**config.mk**
```make
export PLATFORM = sky130hd
export DESIGN_NAME = gtp_tx_framer
export DESIGN_NICKNAME = d
export VERILOG_FILES = /design/src/rtl/gtp_tx_framer.sv
export SDC_FILE = /design/constraint.sdc
export NUM_CORES = 1
export LEC_CHECK = 0
export ABC_AREA = 1
export CAP_MARGIN = 25
export CORE_MARGIN = 2
export CORE_UTILIZATION = 50
export DETAILED_ROUTE_END_ITERATION = 10
export GPL_ROUTABILITY_DRIVEN = 1
export GPL_TIMING_DRIVEN = 0
export PLACE_DENSITY = 0.76
export SLEW_MARGIN = 20
export SYNTH_ARGS = -nofsm -noshare
export SYNTH_HDL_FRONTEND = slang
export SYNTH_SLANG_ARGS = --single-unit
```
**constraint.sdc**
```tcl
create_clock -name clk -period 4.4 [get_ports clk]
set_input_delay 0.66 -clock clk [delete_from_list [all_inputs] [get_ports clk]]
set_output_delay 0.66 -clock clk [all_outputs]
set_load 0.02 [all_outputs]
```
**src/rtl/gtp_tx_framer.sv**
```systemverilog
// Frames FIFO words (SOF/data/EOF tagged) into a GTP TX symbol stream with K-character
// delimiters, idle commas, frame-abort signalling and frame/drop statistics.
module gtp_tx_framer #(
  parameter logic [7:0]  IDLE_K  = 8'hBC,
  parameter logic [7:0]  SOF_K   = 8'hFB,
  parameter logic [7:0]  EOF_K   = 8'hFD,
  parameter int unsigned MAX_LEN = 256
) (
  input  logic        clk,
  input  logic        rst,
  input  logic        link_ready,
  input  logic [9:0]  fifo_dout,
  input  logic        fifo_empty,
  output logic        fifo_rd_en,
  output logic [7:0]  tx_data,
  output logic        tx_charisk,
  output logic        busy,
  output logic        frame_err,
  output logic [15:0] frame_cnt,
  output logic [15:0] drop_cnt,
  output logic [2:0]  state_dbg
);

  typedef enum logic [2:0] {
    WAIT_LINK = 3'd0,
    IDLE      = 3'd1,
    SOF       = 3'd2,
    DATA      = 3'd3,
    EOF       = 3'd4
  } state_t;

  localparam logic [1:0]  T_DATA    = 2'b00;
  localparam logic [1:0]  T_SOF     = 2'b01;
  localparam logic [1:0]  T_EOF     = 2'b10;
  localparam logic [1:0]  T_BAD     = 2'b11;
  localparam logic [15:0] MAX_LEN_W = 16'(MAX_LEN);

  state_t      state;
  logic [15:0] len_cnt;
  logic [1:0]  head_type;
  logic        at_max;

  assign head_type = fifo_dout[9:8];
  assign at_max    = (len_cnt == MAX_LEN_W);
  assign busy      = (state == SOF) || (state == DATA) || (state == EOF);
  assign state_dbg = state;

  // Pop decision is combinational so the head word leaves the FIFO in the cycle it is
  // consumed; a dropped link or reset blocks every pop regardless of FIFO contents.
  always_comb begin
    fifo_rd_en = 1'b0;
    if (!rst && link_ready && !fifo_empty) begin
      case (state)
        IDLE:    fifo_rd_en = (head_type != T_SOF);
        SOF:     fifo_rd_en = 1'b1;
        DATA:    fifo_rd_en = (head_type == T_EOF) ||
                              (!at_max && ((head_type == T_DATA) || (head_type == T_BAD)));
        default: fifo_rd_en = 1'b0;
      endcase
    end
  end

  always_ff @(posedge clk) begin
    if (rst) begin
      state      <= WAIT_LINK;
      tx_data    <= IDLE_K;
      tx_charisk <= 1'b1;
      frame_err  <= 1'b0;
      frame_cnt  <= 16'd0;
      drop_cnt   <= 16'd0;
      len_cnt    <= 16'd0;
    end else begin
      tx_data    <= IDLE_K;
      tx_charisk <= 1'b1;
      frame_err  <= 1'b0;
      if (!link_ready) begin
        // Losing the link while a frame is open aborts it; EOF_K never goes out.
        state     <= WAIT_LINK;
        frame_err <= busy;
      end else begin
        case (state)
          WAIT_LINK: state <= IDLE;
          IDLE: begin
            if (!fifo_empty) begin
              if (head_type == T_SOF) begin
                tx_data <= SOF_K;
                state   <= SOF;
              end else if (drop_cnt != 16'hFFFF) begin
                drop_cnt <= drop_cnt + 16'd1;
              end
            end
          end
          SOF: begin
            if (!fifo_empty) begin
              tx_data    <= fifo_dout[7:0];
              tx_charisk <= 1'b0;
              len_cnt    <= 16'd1;
              state      <= DATA;
            end
          end
          DATA: begin
            if (!fifo_empty) begin
              if (head_type == T_EOF) begin
                tx_data    <= fifo_dout[7:0];
                tx_charisk <= 1'b0;
                state      <= EOF;
              end else if ((head_type == T_DATA) && !at_max) begin
                tx_data    <= fifo_dout[7:0];
                tx_charisk <= 1'b0;
                len_cnt    <= len_cnt + 16'd1;
              end else begin
                // Nested SOF, invalid word or over-length: close with EOF_K and flag it.
                tx_data   <= EOF_K;
                frame_err <= 1'b1;
                state     <= IDLE;
              end
            end
          end
          EOF: begin
            tx_data   <= EOF_K;
            frame_cnt <= frame_cnt + 16'd1;
            state     <= IDLE;
          end
          default: state <= WAIT_LINK;
        endcase
      end
    end
  end

endmodule

```
# Word level (Yosys, flattened, before mapping)
# Cells that the tools add are included.
# W data, S select, Z words.
[op_classes]
add_sub_neg = 3
n_eq_ne = 17
n_mux = 29
bitwise = 3
reduce_logical = 20
[ops]
columns = ["operator", "n"]
rows = [
  ["$mux W16", 4],
  ["$add A16 B1 Y16 const B", 3],
  ["$mux W8", 4],
  ["$pmux W16 S2", 1],
  ["$pmux W8 S4", 1],
  ["$mux W3", 6],
  ["$eq A16 B9 Y1 const B", 1],
  ["$ne A16 B16 Y1 const B", 1],
  ["$mux W7", 2],
  ["$pmux W3 S4", 1],
  ["$ne A2 B2 Y1 const B", 5],
  ["$reduce_and A5 Y1", 2],
  ["$mux W1", 8],
  ["$eq A3 B2 Y1 const B", 2],
  ["$reduce_and A6 Y1", 1],
  ["$eq A2 B2 Y1 const B", 2],
  ["$logic_and A1 B1 Y1", 4],
  ["$logic_or A1 B1 Y1", 4],
  ["$ne A2 B1 Y1 const B", 2],
  ["$reduce_or A2 Y1", 2],
  ["$eq A3 B1 Y1 const B", 1],
  ["$eq A3 B3 Y1 const B", 1],
  ["$logic_not A1 Y1", 3],
  ["$logic_not A3 Y1", 1],
  ["8 further kinds", 10],
]
[word_totals]
register_bits = 61
inputBits = 14
output_inout_bits = 47
elab_cells = 79

# Longest topological paths before layout
[depth]
ltp_word = 8
depth_mapped = 11
mapped_depth_nobuf = 11

# Worst setup path before layout
# No wires, ideal clock.
[synth_path]
kind = "reg2out"
from = "register state[1], in the netlist state_dbg[1]"
to = "output port fifo_rd_en"
t_arrival_ps = 1678
t_required_ps = 3740
path_slack_ps = 2062
stages_incl_launch_ff = 8
n_path_buf = 1
path_cell_list = "dfxtp_1 -> inv_2 -> nor2_4 -> inv_1 -> buf_2 -> nor2_1 -> a21oi_1 -> nor3_1"
[synth_via]
elab_chain_cells = 3
elab_cells_between_ends = 5
cone_classes = "3 x eq/ne; 2 x mux"
[synth_lines]
columns = ["element", "line", "source"]
rows = [
  ["from (decl)", "38", "state_t state;"],
  ["from (signal assigned)", "65", "state <= WAIT_LINK;"],
  ["from (signal assigned)", "78", "state <= WAIT_LINK;"],
  ["from (signal assigned)", "82", "WAIT_LINK: state <= IDLE;"],
  ["$eq A3 B2 Y1 / $eq A3 B1 Y1 (equally long branches)", "53", "case (state)"],
  ["$pmux W1 S3 (*)", "53", ""],
  ["$mux W1 (*)", "52", "if (!rst && link_ready && !fifo_empty) begin"],
  ["to (decl)", "14", "output logic fifo_rd_en,"],
]
# Mark *: on every way between the ends. The rest lies on a longest branch, timed or not.

# Final worst setup path
[layout_path]
from = "input port fifo_dout[9]"
to = "output port fifo_rd_en"
[layout_via]
elab_chain_cells = 6
elab_cells_between_ends = 9
cone_classes = "3 x eq/ne; 2 x mux; 4 x reduce/logical"
[layout_lines]
columns = ["element", "line", "source"]
rows = [
  ["from (decl)", "12", "input logic [9:0] fifo_dout,"],
  ["$eq A2 B2 Y1 / $logic_not A2 Y1 (equally long branches)", "57", "(!at_max && ((head_type == T_DATA) || (head_type == T_BAD)));"],
  ["$logic_or A1 B1 Y1", "57", ""],
  ["$logic_and A1 B1 Y1", "57", ""],
  ["$logic_or A1 B1 Y1", "56", "DATA: fifo_rd_en = (head_type == T_EOF) ||"],
  ["$pmux W1 S3 (*)", "53", ""],
  ["$mux W1 (*)", "52", ""],
]
# Marks and branches as above.

==> metrics.md <==
| Metric | Value |
|---|---|
| Placement Setup Slack | 1.222 ns |
| Beginning of the critical path | fifo_dout[9] |
| Clk buf depth | 2 |
| Vias per inst | 5.090 |
| Filler Cell Count | 638 |
| Leak | 1.624 nW |
| Crit-path max FO | 3 |
| Post-CTS Setup Inserts | 0 |
| Drc violations | 0 |
| Register area share after synthesis | 0.3462 |
| Final Net Count | 633 |
| Post-DP Area | 4248 sq um |
| Max-cap violations | 0 |
| Worst path slowest cell | clkdlybuf4s50_1 |
| Post-CTS Hold Fix Bufs | 0 |
| Post-Synthesis Cells | 541 |
| Detailed placement HPWL | 6509 um |
| Critical Path Source Type | primary input |
| Reg clk slew, reported paths | 0.07 ns |
| Synth Register Bits | 61 |
| Tcrit/Tclk final | 0.7255 |
| Max_slew headroom | 0.6095 |
| Reg-to-Reg Start | len_cnt[0] |
| CP bufs+invs | 4 |
| ANT nets after route | 0 |
| Final wirelength | 8806 um |
| Largest net degree at the start of global routing | 11 |
| Crit path cell chain | clkdlybuf4s50_1, inv_1, ha_1, inv_1, nand2_2, nand3_1, a21oi_1, nor3_1, clkdlybuf4s50_1 |
| Most frequent cell after synthesis | nand2_1 |
| Antenna cells | 0 |
| Number of flops mapped to enable cells by yosys | 0 |
| TritonCTS clock tree | built |
| H-tree depth | 3 |
| Worst path max stage delay | 0.66 ns |
| Multi-input logic area | 1983 sq um |
| Top cells by area, synth | dfxtp_1 (35%), nand2_1 (15%), nor2_1 (8.7%), inv_1 (6.4%), nand3_1 (5.8%) |
| # resized after CTS | 0 |
| Synth top area share | 0.3462 |
| CP arrival | 2.53 ns |
| YS warnings | 0 |
| Area leader, netlist | dfxtp_1 |
| Setup violators final | 0 |
| Synth cell types | 30 |
| CTS Buf Count | 9 |
| Power Dens Cells | 273.9 nW/um^2 |
| Die Wd | 87.99 um |
| RSZ-0062 raised after global routing | no |
| Mean post-synth cell area | 6.520 sq um |
| Crit path max-delay family | buffers and inverters |
| Status | complete, no violations |
| DRT Pass-1 Iters | 5 |
| Fin Setup TNS | 0 ns |
| Final setup margin | 1.208 ns |
| Antenna violations before repair | 0 |
| Rows | 30 |
| Worst slew pin tran | 0.5857 ns |
| Crit path kind | primary input to output port |
| Core footprint | 6794 sq um |
| Global-route usage over all layers | 0.2303 |
| Clock skew | 0.01238 ns |
| Worst VDD drop | 0.0001504 V |
| Fin area | 4474 sq um |
| Root Buffer | clkbuf_8 |
| WP data required | 3.74 ns |
| Commonest cells in the netlist | nand2_1 (141), nor2_1 (82), dfxtp_1 (61) |
| I/O pin cnt | 61 |
| Achievable clock frequency | 0.3133 GHz |
| Starting Density | 0.5192 |
| Area delta synth->final | 26.85% |
| Wire per inst | 12.35 um |
| Minimum clock period | 3.192 ns |
| Sequential cell area | 1221 sq um |
| Vias in the first global route | 3096 |
| Worst setup EP type | output port |
| Final hold slack | 0.4842 ns |
| Final hold vios | 0 |
| Ys async rst share | 0 |
| Syn nets | 562 |
| Final slew viol count | 0 |
| Dominant synthesized flop cell | dfxtp_1 |
| Port Buffers | 60 |
| Vias | 3629 |
| First-pass GRT wire length | 14050 um |
| Die Footprint | 7742 sq um |
| Hold Crit Class | flip-flop to flip-flop |
| Layout cell share with drive strength beyond 1 | 0.07780 |
| Die height | 87.99 um |
| Hold Crit Start | frame_cnt[10] |
| Iter 0 DRT Violations | 179 |
| RePlAce Congestion | 0.9245 |
| Clock insertion delay at the later pin of the skew report | 0.35 ns |
| Post-Syn Area | 3527 sq um |
| Sink Count | 61 |
| Total gr overflow | 0 |
==> power by group <==
| group | internal, mW | switching [mW] |
|---|---|---|
| registers | 0.557 | 0.00460 |
| logic | 0.0374 | 0.0565 |
| clock network | 0.350 | 0.219 |
==> sequential cells by signal, indices dropped and copies added, names as in the netlist <==
name,count
drop_cnt,16
frame_cnt,16
len_cnt,16
tx_data,8
state_dbg,3
frame_err,1
tx_charisk,1
==> per-stage QoR <==
stage	cells	util	power, mW
6_report	713	0.6586	1.225
5_1_grt	713	0.6586	1.268
4_1_cts	713	0.6586	1.237
3_5_place_dp	697	0.6252	0.6680
3_3_place_gp	697	0.6252	0.6663
2_1_floorplan	541	-	0.6293
==> final timing paths <==
kind                            slack (ns)  depth (start not counted)       endpoint
worst max-delay path                  1.21                          9     fifo_rd_en
worst min register to register        0.48                          2  frame_cnt[10]
worst max register to register        2.65                         10    len_cnt[10]
worst min-delay path                  0.48                          2  frame_cnt[10]
==> per-layer routing <==
metal | wire, um | vias up | track usage
met1 | 4005 | 1634 | 0.3104
met4 | 142 | 0 | 0.07972
met2 | 4110 | 115 | 0.3643
met3 | 548 | 16 | 0.05090
li1 | - | 1864 | -
met5 | 0 | - | 0
==> cell usage in the layout (no fill, tap or decap), types with 9 or more instances in the layout <==
cell type        netlist  routed
o21ai_0               20      20
nor2_1                82      82
dfxtp_1               61      61
nand4_1                9       9
nand3_1               41      41
xor2_1                12      12
clkdlybuf4s50_1        0      60
a21oi_1               40      40
clkbuf_8               0      11
inv_1                 60      60
nand2_1              141     141
nor3_1                12      12
==> worst register-to-register path, cell delays in order, from the launching register on <==
cell and delay [ns]:
dfxtp_1 0.42, inv_1 0.11, ha_1 0.21, nand3_1 0.08
nor2_1 0.05, nand2_2 0.11, nand3_1 0.13, nand2_2 0.18
buf_6 0.18, nand3_2 0.07, a21oi_1 0.14
==> logic make-up after synthesis <==
group / count (synthesis) / synth area share
DFF: 61 / 0.3462
adders and majority gates: 7 / 0.02483
and+or+nand+nor: 311 / 0.3930
xor gates and xnor gates: 17 / 0.04221
AOI/OAI and AO/OA: 69 / 0.1022
buffers and inverters: 76 / 0.09152
==> cell type report <==
type | instances | area share
Timing Repair Buffer | 60 | 0.1342
Clock buffer | 13 | 0.03551
Multi-Input combinational cell | 404 | 0.4432
Tap cell | 96 | 0.02685
Clock inverter | 3 | 0.01510
Sequential cell | 61 | 0.2729
Buffer | 12 | 0.01790
Inverter | 64 | 0.05425
Power figures use the tool's default switching activity.
